[config.mk]
export PLATFORM = sky130hd
export DESIGN_NAME = i2c_pwm_regs
export DESIGN_NICKNAME = d
export VERILOG_FILES = /design/src/rtl/i2c_pwm_pkg.sv /design/src/rtl/i2c_pwm_regs_sync.sv /design/src/rtl/i2c_pwm_regs.sv
export SDC_FILE = /design/constraint.sdc
export NUM_CORES = 1
export LEC_CHECK = 0
export ABC_AREA = 1
export CAP_MARGIN = 20
export CORE_ASPECT_RATIO = 1.5
export CORE_MARGIN = 10
export CORE_UTILIZATION = 37
export CTS_BUF_LIST = sky130_fd_sc_hd__clkbuf_4 sky130_fd_sc_hd__clkbuf_8 sky130_fd_sc_hd__clkbuf_16
export DETAILED_ROUTE_END_ITERATION = 10
export PLACE_DENSITY = 0.61
export SYNTH_ARGS = -nofsm -noshare
export SYNTH_HDL_FRONTEND = slang
export SYNTH_SLANG_ARGS = --single-unit
[constraint.sdc]
create_clock -name clk -period 2.56 [get_ports clk]
set_clock_uncertainty 0.2 [all_clocks]
set_input_delay 0.512 -clock clk [delete_from_list [all_inputs] [get_ports clk]]
set_output_delay 0.512 -clock clk [all_outputs]
set_load 0.02 [all_outputs]
[src/rtl/i2c_pwm_pkg.sv]
// Shared types and constants for the I2C-controlled PWM duty register block.
package i2c_pwm_pkg;

  localparam int NUM_CH = 8;

  // Bus-level acknowledge values as seen on SDA.
  localparam logic ACK_BIT  = 1'b0;
  localparam logic NACK_BIT = 1'b1;

  // Power-on duty values, channel 0 in the low byte.
  localparam logic [NUM_CH-1:0][7:0] RESET_VALS = {
    8'd255, 8'd200, 8'd100, 8'd80, 8'd60, 8'd40, 8'd20, 8'd1
  };

  typedef enum logic [3:0] {
    ST_IDLE,
    ST_ADDR,
    ST_ADDR_ACK,
    ST_PTR,
    ST_PTR_ACK,
    ST_WDATA,
    ST_WDATA_ACK,
    ST_RDATA,
    ST_RDATA_ACK,
    ST_WAIT_STOP
  } state_t;

  // Register pointer advance; 3-bit arithmetic wraps 7 -> 0.
  function automatic logic [2:0] ptr_inc(input logic [2:0] p);
    return p + 3'd1;
  endfunction

endpackage

[src/rtl/i2c_pwm_regs_sync.sv]
// Synchronizer for one open-drain I2C line: level plus one-cycle edge pulses.
module i2c_line_sync #(
  parameter int SYNC_STAGES = 2
) (
  input  logic clk,
  input  logic rst,
  input  logic i_pin,
  output logic o_level,
  output logic o_rise,
  output logic o_fall
);

  logic [SYNC_STAGES-1:0] r_sync;
  logic                   r_hist;
  logic                   r_level;
  logic                   r_rise;
  logic                   r_fall;
  logic                   w_synced;

  assign w_synced = r_sync[SYNC_STAGES-1];

  // Sync chain and history flop; lines idle high so reset to 1 to avoid false edges.
  always_ff @(posedge clk) begin
    if (rst) begin
      r_sync  <= '1;
      r_hist  <= 1'b1;
      r_level <= 1'b1;
      r_rise  <= 1'b0;
      r_fall  <= 1'b0;
    end else begin
      r_sync  <= {r_sync[SYNC_STAGES-2:0], i_pin};
      r_hist  <= w_synced;
      r_level <= w_synced;
      r_rise  <= w_synced & ~r_hist;
      r_fall  <= ~w_synced & r_hist;
    end
  end

  assign o_level = r_level;
  assign o_rise  = r_rise;
  assign o_fall  = r_fall;

endmodule

[src/rtl/i2c_pwm_regs.sv]
// I2C target owning the eight PWM duty registers, with auto-incrementing pointer.
module i2c_pwm_regs
  import i2c_pwm_pkg::*;
#(
  parameter logic [6:0] DEV_ADDR    = 7'h42,
  parameter int         SYNC_STAGES = 2
) (
  input  logic        clk,
  input  logic        rst,
  input  logic        scl_in,
  input  logic        sda_in,
  output logic        sda_oe,
  output logic [63:0] values,
  output logic        wr_strobe,
  output logic [2:0]  wr_index
);

  logic w_scl_lvl, w_scl_rise, w_scl_fall;
  logic w_sda_lvl, w_sda_rise, w_sda_fall;
  logic w_scl_edge, w_start, w_stop;

  state_t                   r_state;
  logic [3:0]               r_bitcnt;
  logic [7:0]               r_shift;
  logic                     r_rw;
  logic                     r_mack;
  logic [2:0]               r_ptr;
  logic [NUM_CH-1:0][7:0]   r_vals;
  logic                     r_oe;
  logic                     r_strobe;
  logic [2:0]               r_windex;

  i2c_line_sync #(.SYNC_STAGES(SYNC_STAGES)) u_scl_sync (
    .clk     (clk),
    .rst     (rst),
    .i_pin   (scl_in),
    .o_level (w_scl_lvl),
    .o_rise  (w_scl_rise),
    .o_fall  (w_scl_fall)
  );

  i2c_line_sync #(.SYNC_STAGES(SYNC_STAGES)) u_sda_sync (
    .clk     (clk),
    .rst     (rst),
    .i_pin   (sda_in),
    .o_level (w_sda_lvl),
    .o_rise  (w_sda_rise),
    .o_fall  (w_sda_fall)
  );

  // An SDA edge coinciding with an SCL edge is treated as data, never START/STOP.
  assign w_scl_edge = w_scl_rise | w_scl_fall;
  assign w_start    = w_sda_fall & w_scl_lvl & ~w_scl_edge;
  assign w_stop     = w_sda_rise & w_scl_lvl & ~w_scl_edge;

  // Protocol FSM, shift register, pointer and duty register file.
  always_ff @(posedge clk) begin
    if (rst) begin
      r_state  <= ST_IDLE;
      r_bitcnt <= 4'd0;
      r_shift  <= 8'd0;
      r_rw     <= 1'b0;
      r_mack   <= NACK_BIT;
      r_ptr    <= 3'd0;
      r_vals   <= RESET_VALS;
      r_oe     <= 1'b0;
      r_strobe <= 1'b0;
      r_windex <= 3'd0;
    end else begin
      r_strobe <= 1'b0;
      if (w_stop) begin
        r_state  <= ST_IDLE;
        r_oe     <= 1'b0;
        r_bitcnt <= 4'd0;
      end else if (w_start) begin
        // Repeated start keeps the pointer; any partial byte is dropped.
        r_state  <= ST_ADDR;
        r_oe     <= 1'b0;
        r_bitcnt <= 4'd0;
      end else if (w_scl_rise) begin
        case (r_state)
          ST_ADDR, ST_PTR, ST_WDATA: begin
            r_shift  <= {r_shift[6:0], w_sda_lvl};
            r_bitcnt <= r_bitcnt + 4'd1;
          end
          ST_RDATA_ACK: r_mack <= w_sda_lvl;
          default: ;
        endcase
      end else if (w_scl_fall) begin
        case (r_state)
          ST_ADDR: begin
            if (r_bitcnt == 4'd8) begin
              r_bitcnt <= 4'd0;
              if (r_shift[7:1] == DEV_ADDR) begin
                r_state <= ST_ADDR_ACK;
                r_rw    <= r_shift[0];
                r_oe    <= ~ACK_BIT;
              end else begin
                r_state <= ST_WAIT_STOP;
              end
            end
          end
          ST_ADDR_ACK: begin
            if (r_rw) begin
              // First read bit goes out on the fall that ends the ACK.
              r_state  <= ST_RDATA;
              r_shift  <= r_vals[r_ptr];
              r_oe     <= ~r_vals[r_ptr][7];
              r_bitcnt <= 4'd1;
            end else begin
              r_state  <= ST_PTR;
              r_oe     <= 1'b0;
              r_bitcnt <= 4'd0;
            end
          end
          ST_PTR: begin
            if (r_bitcnt == 4'd8) begin
              r_ptr    <= r_shift[2:0];
              r_state  <= ST_PTR_ACK;
              r_oe     <= ~ACK_BIT;
              r_bitcnt <= 4'd0;
            end
          end
          ST_PTR_ACK: begin
            r_state <= ST_WDATA;
            r_oe    <= 1'b0;
          end
          ST_WDATA: begin
            if (r_bitcnt == 4'd8) begin
              r_vals[r_ptr] <= r_shift;
              r_strobe      <= 1'b1;
              r_windex      <= r_ptr;
              r_ptr         <= ptr_inc(r_ptr);
              r_state       <= ST_WDATA_ACK;
              r_oe          <= ~ACK_BIT;
              r_bitcnt      <= 4'd0;
            end
          end
          ST_WDATA_ACK: begin
            r_state <= ST_WDATA;
            r_oe    <= 1'b0;
          end
          ST_RDATA: begin
            if (r_bitcnt == 4'd8) begin
              // Byte done: release SDA so the controller can drive its ACK.
              r_oe     <= 1'b0;
              r_ptr    <= ptr_inc(r_ptr);
              r_state  <= ST_RDATA_ACK;
              r_bitcnt <= 4'd0;
            end else begin
              r_shift  <= {r_shift[6:0], 1'b0};
              r_oe     <= ~r_shift[6];
              r_bitcnt <= r_bitcnt + 4'd1;
            end
          end
          ST_RDATA_ACK: begin
            if (r_mack == ACK_BIT) begin
              r_state  <= ST_RDATA;
              r_shift  <= r_vals[r_ptr];
              r_oe     <= ~r_vals[r_ptr][7];
              r_bitcnt <= 4'd1;
            end else begin
              r_state <= ST_WAIT_STOP;
              r_oe    <= 1'b0;
            end
          end
          default: ;
        endcase
      end
    end
  end

  assign sda_oe    = r_oe;
  assign values    = r_vals;
  assign wr_strobe = r_strobe;
  assign wr_index  = r_windex;

endmodule

==> run_results.csv <==
group,metric,value,unit
cells_and_area,fin_nets,814,
placed_design,dpl.hpwl,12500,um
critical_path,cp_top_family,"simple AND/OR/NAND/NOR gates",
global_routing,grt_max_degree,43,
critical_path,critical_path.max_fanout,28,
critical_path,cp-end-kind,"flip-flop",
die,floorplan.initialDensity,37.4,%
synth,avgSynthCellArea,6.71,um2
timing,worst_pin_slew,0.567,ns
power_and_ir_drop,intPower,2.37,mW
synth,yosysTopAreaCell,"dfxtp_1",
synth,syn-num-nets,754,
power_and_ir_drop,p_per_area,494,nW/um2
synth,synth_cells,747,
synth,yosys.cell_types.count,30,
cts,cts_root_buffer,"clkbuf_16",
global_routing,grt_overflow_total,0,
die,die-area,18700,um2
power_and_ir_drop,power_switching,669,uW
critical_path,required,2.58,ns
status,status,"complete, no violations",
critical_path,worstPathArrival,2.33,ns
power_and_ir_drop,comb_power_share,2.4,%
flow_run,cap_violations,0,
die,ios,73,
timing,slew-limit-headroom,62.2,%
cts,cts_setup_buffers,0,
critical_path,slowest_stage,"nand2_1",
cells_and_area,fin_area,6140,um2
global_routing,antenna_found_initial,0,
cells_and_area,fin_cells,973,
synth,seq_area_frac_synth,40.0,%
die,row_count,52,
synth,synth.yosys.warnings,0,
cts,cts_tree,"built",
critical_path,crit_path_cell_trace,"inv_1 -> ha_1 -> nand2_1 -> nor2_2 -> nand3_1 -> inv_2 -> nand2_2 -> inv_4 -> nand2_1 -> nand2_1 -> o211ai_1",
power_and_ir_drop,swShare,22.1,%
critical_path,crit_top_cell,"nand2_1",
detailed_routing,drc_errors,0,
detailed_routing,ant_nets,0,
critical_path,worstSetupStartpointType,"flip-flop",
power_and_ir_drop,seqPwrFrac,51.6,%
synth,yosys-top-cells-area,"dfxtp_1, nand2_1, nand3_1",
placed_design,port-buffer-count,72,
critical_path,path_class,"flip-flop to flip-flop",
timing,tns,0,ns
cts,clk_path_buf_depth,2,
detailed_routing,wl,16500,um
timing,min_period,2.31,ns
critical_path,cp_slowest_stage_delay,0.34,ns
power_and_ir_drop,leakagePower,2.81,nW
critical_path,path_buf_inv,3,
synth,synth_area,5010,um2
power_and_ir_drop,pwr-share-clk,45.9,%
hold_path,min_path_type,"flip-flop to flip-flop",
global_routing,grt_pass1_wl,26400,um
detailed_routing,first_pass_iters,5,
detailed_routing,drt_iter0_drc,286,
placed_design,gp_congestion,0.876,
die,die_h,163,um
cts,cts_hold_buf,0,
cts,htree_levels,3,
timing,drv_slew,0,
detailed_routing,via_per_inst,5.15,
placed_design,dp.cells,958,
cts,clkTransAtPathRegs,0.07,ns
cts,post_cts_resized,0,
timing,max_freq,0.434,GHz
detailed_routing,wire_per_inst,16.9,um
timing,post-route-period-util,90.1,%
global_routing,grt_pass1_vias,4982,
synth,synth-seq-cells,100,
power_and_ir_drop,peakVddDrop,0.000286,V
timing,rsz0062_at_grt,"no",
power_and_ir_drop,power,3.04,mW
cells_and_area,fin_util,45.8,%
die,die_w,115,um
synth,netlist.area_leader.share,40.0,%
placed_design,dpl_cell_area,5840,um2
timing,setup_viol,0,
cts,cts_buffers,9,
cts,clock_sinks,100,
cells_and_area,layout-drive-gt1-share,9.25,%
die,core_area,13400,um2
timing,hold_viol_final,0,
cts,clock_latency,0.34,ns
detailed_routing,vias,5007,
cells_and_area,area_growth,22.6,%
global_routing,track_usage,17.6,%
cells_and_area,n_antenna_cell,0,
-- power by group through the flow --
stage	Sequential, mW	Combinational [mW]	Clock [mW]
final	1.57	0.0734	1.39
after global routing	1.57	0.0815	1.48
after CTS	1.57	0.0735	1.42
after detailed placement	1.60	0.0733	0
after global placement	1.60	0.0722	0
after floorplan	1.60	0.0512	0
-- state kept, by name, summed over array words and instances (netlist names) --
register,flops
u_sda_sync.o_fall,1
sda_oe,1
u_scl_sync.o_rise,1
wr_strobe,1
u_sda_sync.r_hist,1
r_ptr,3
u_scl_sync.r_hist,1
r_shift,8
wr_index,3
r_rw,1
u_scl_sync.o_fall,1
values,64
u_sda_sync.o_rise,1
u_sda_sync.r_sync,2
r_mack,1
r_state,4
u_scl_sync.r_sync,2
r_bitcnt,4
-- worst reg2reg max path, cell delays in order, from the launching register on --
cell and delay, ns:
dfxtp_1 0.33, inv_1 0.10, ha_1 0.17, nand2_1 0.06, nor2_2 0.17, nand3_1 0.11, inv_2 0.11, nand2_2 0.10
inv_4 0.24, nand2_1 0.35, nand2_1 0.15, o211ai_1 0.09
-- worst paths after layout --
check                       start  cells past startpoint                   end  slack, ns
max                   r_bitcnt[0]                     11            values[27]       0.25
min          u_scl_sync.r_sync[0]                      1  u_scl_sync.r_sync[1]       0.21
max reg2reg           r_bitcnt[0]                     11            values[27]       0.25
min reg2reg  u_scl_sync.r_sync[0]                      1  u_scl_sync.r_sync[1]       0.21
-- cell usage after synthesis --
cell / count
or2_2: 13
ha_1: 3
clkinv_1: 1
nor3_1: 5
nor2_4: 8
nand3_4: 1
inv_4: 1
inv_2: 11
buf_4: 3
dfxtp_1: 100
nand4_1: 3
nand4_2: 1
buf_1: 3
nand2_4: 1
nand3_1: 85
buf_6: 4
buf_2: 8
clkbuf_1: 14
o21bai_1: 1
o211ai_1: 30
nand3b_1: 2
o211ai_2: 1
nand2_1: 212
nor2_1: 76
o21ai_0: 21
inv_1: 77
o21a_1: 1
a21oi_1: 47
nor2_2: 4
nand2_2: 10
-- per-layer routing --
| metal | wire, um | vias to the layer above | track usage (%) |
|---|---|---|---|
| met1 | 6410 | 2342 | 18.8 |
| met3 | 658 | 31 | 2.80 |
| li1 | - | 2505 | - |
| met2 | 8950 | 129 | 32.8 |
| met4 | 465 | 0 | 7.22 |
| met5 | 0 | - | 0 |
-- metrics by stage --
step                hold WS [ns]  setup slack (ns)
floorplan                  0.189             0.741
finish                     0.208             0.254
global placement           0.193             0.383
detailed placement         0.197             0.289
global route               0.231            0.0752
CTS                        0.210             0.276
-- cell type report --
| cell class | instances | area [um2] |
|---|---|---|
| multi-input cells | 525 | 2500 |
| clock buffers | 10 | 239 |
| well taps | 162 | 203 |
| inverters | 90 | 340 |
| flip-flops and latches | 100 | 2000 |
| fillers | 1373 | 7260 |
| repair buffers | 81 | 801 |
| clock inverters | 5 | 62.6 |
-- cell usage in the layout, fill, tap and decap left out, types with 2 or more instances in the layout --
cell             netlist  layout
inv_2                 11      11
or2_2                 13      13
nor3_1                 5       5
nor2_4                 8       8
a21oi_1               47      47
nand4_1                3       3
nand3_1               85      85
nand2_1              212     212
clkinvlp_4             0       2
nand3b_1               2       2
clkbuf_16              0       9
dfxtp_1              100     100
buf_4                  3       8
clkdlybuf4s50_1        0      72
inv_1                 77      77
nand2_2               10      10
clkinv_4               0       2
nor2_1                76      76
ha_1                   3       3
o21ai_0               21      21
nor2_2                 4       4
o211ai_1              30      30
-- cell families after synthesis --
| kind of cell | count (synthesis) | share of synthesized area, % |
|---|---|---|
| AND/OR/NAND/NOR | 421 | 37.2 |
| flip-flops | 100 | 40.0 |
| buffers and inverters | 122 | 10.2 |
| adder cells (fa/ha/maj) | 3 | 0.749 |
| AO/OA/AOI/OAI | 101 | 11.8 |
No activity file was read; power rests on OpenSTA's default activity.
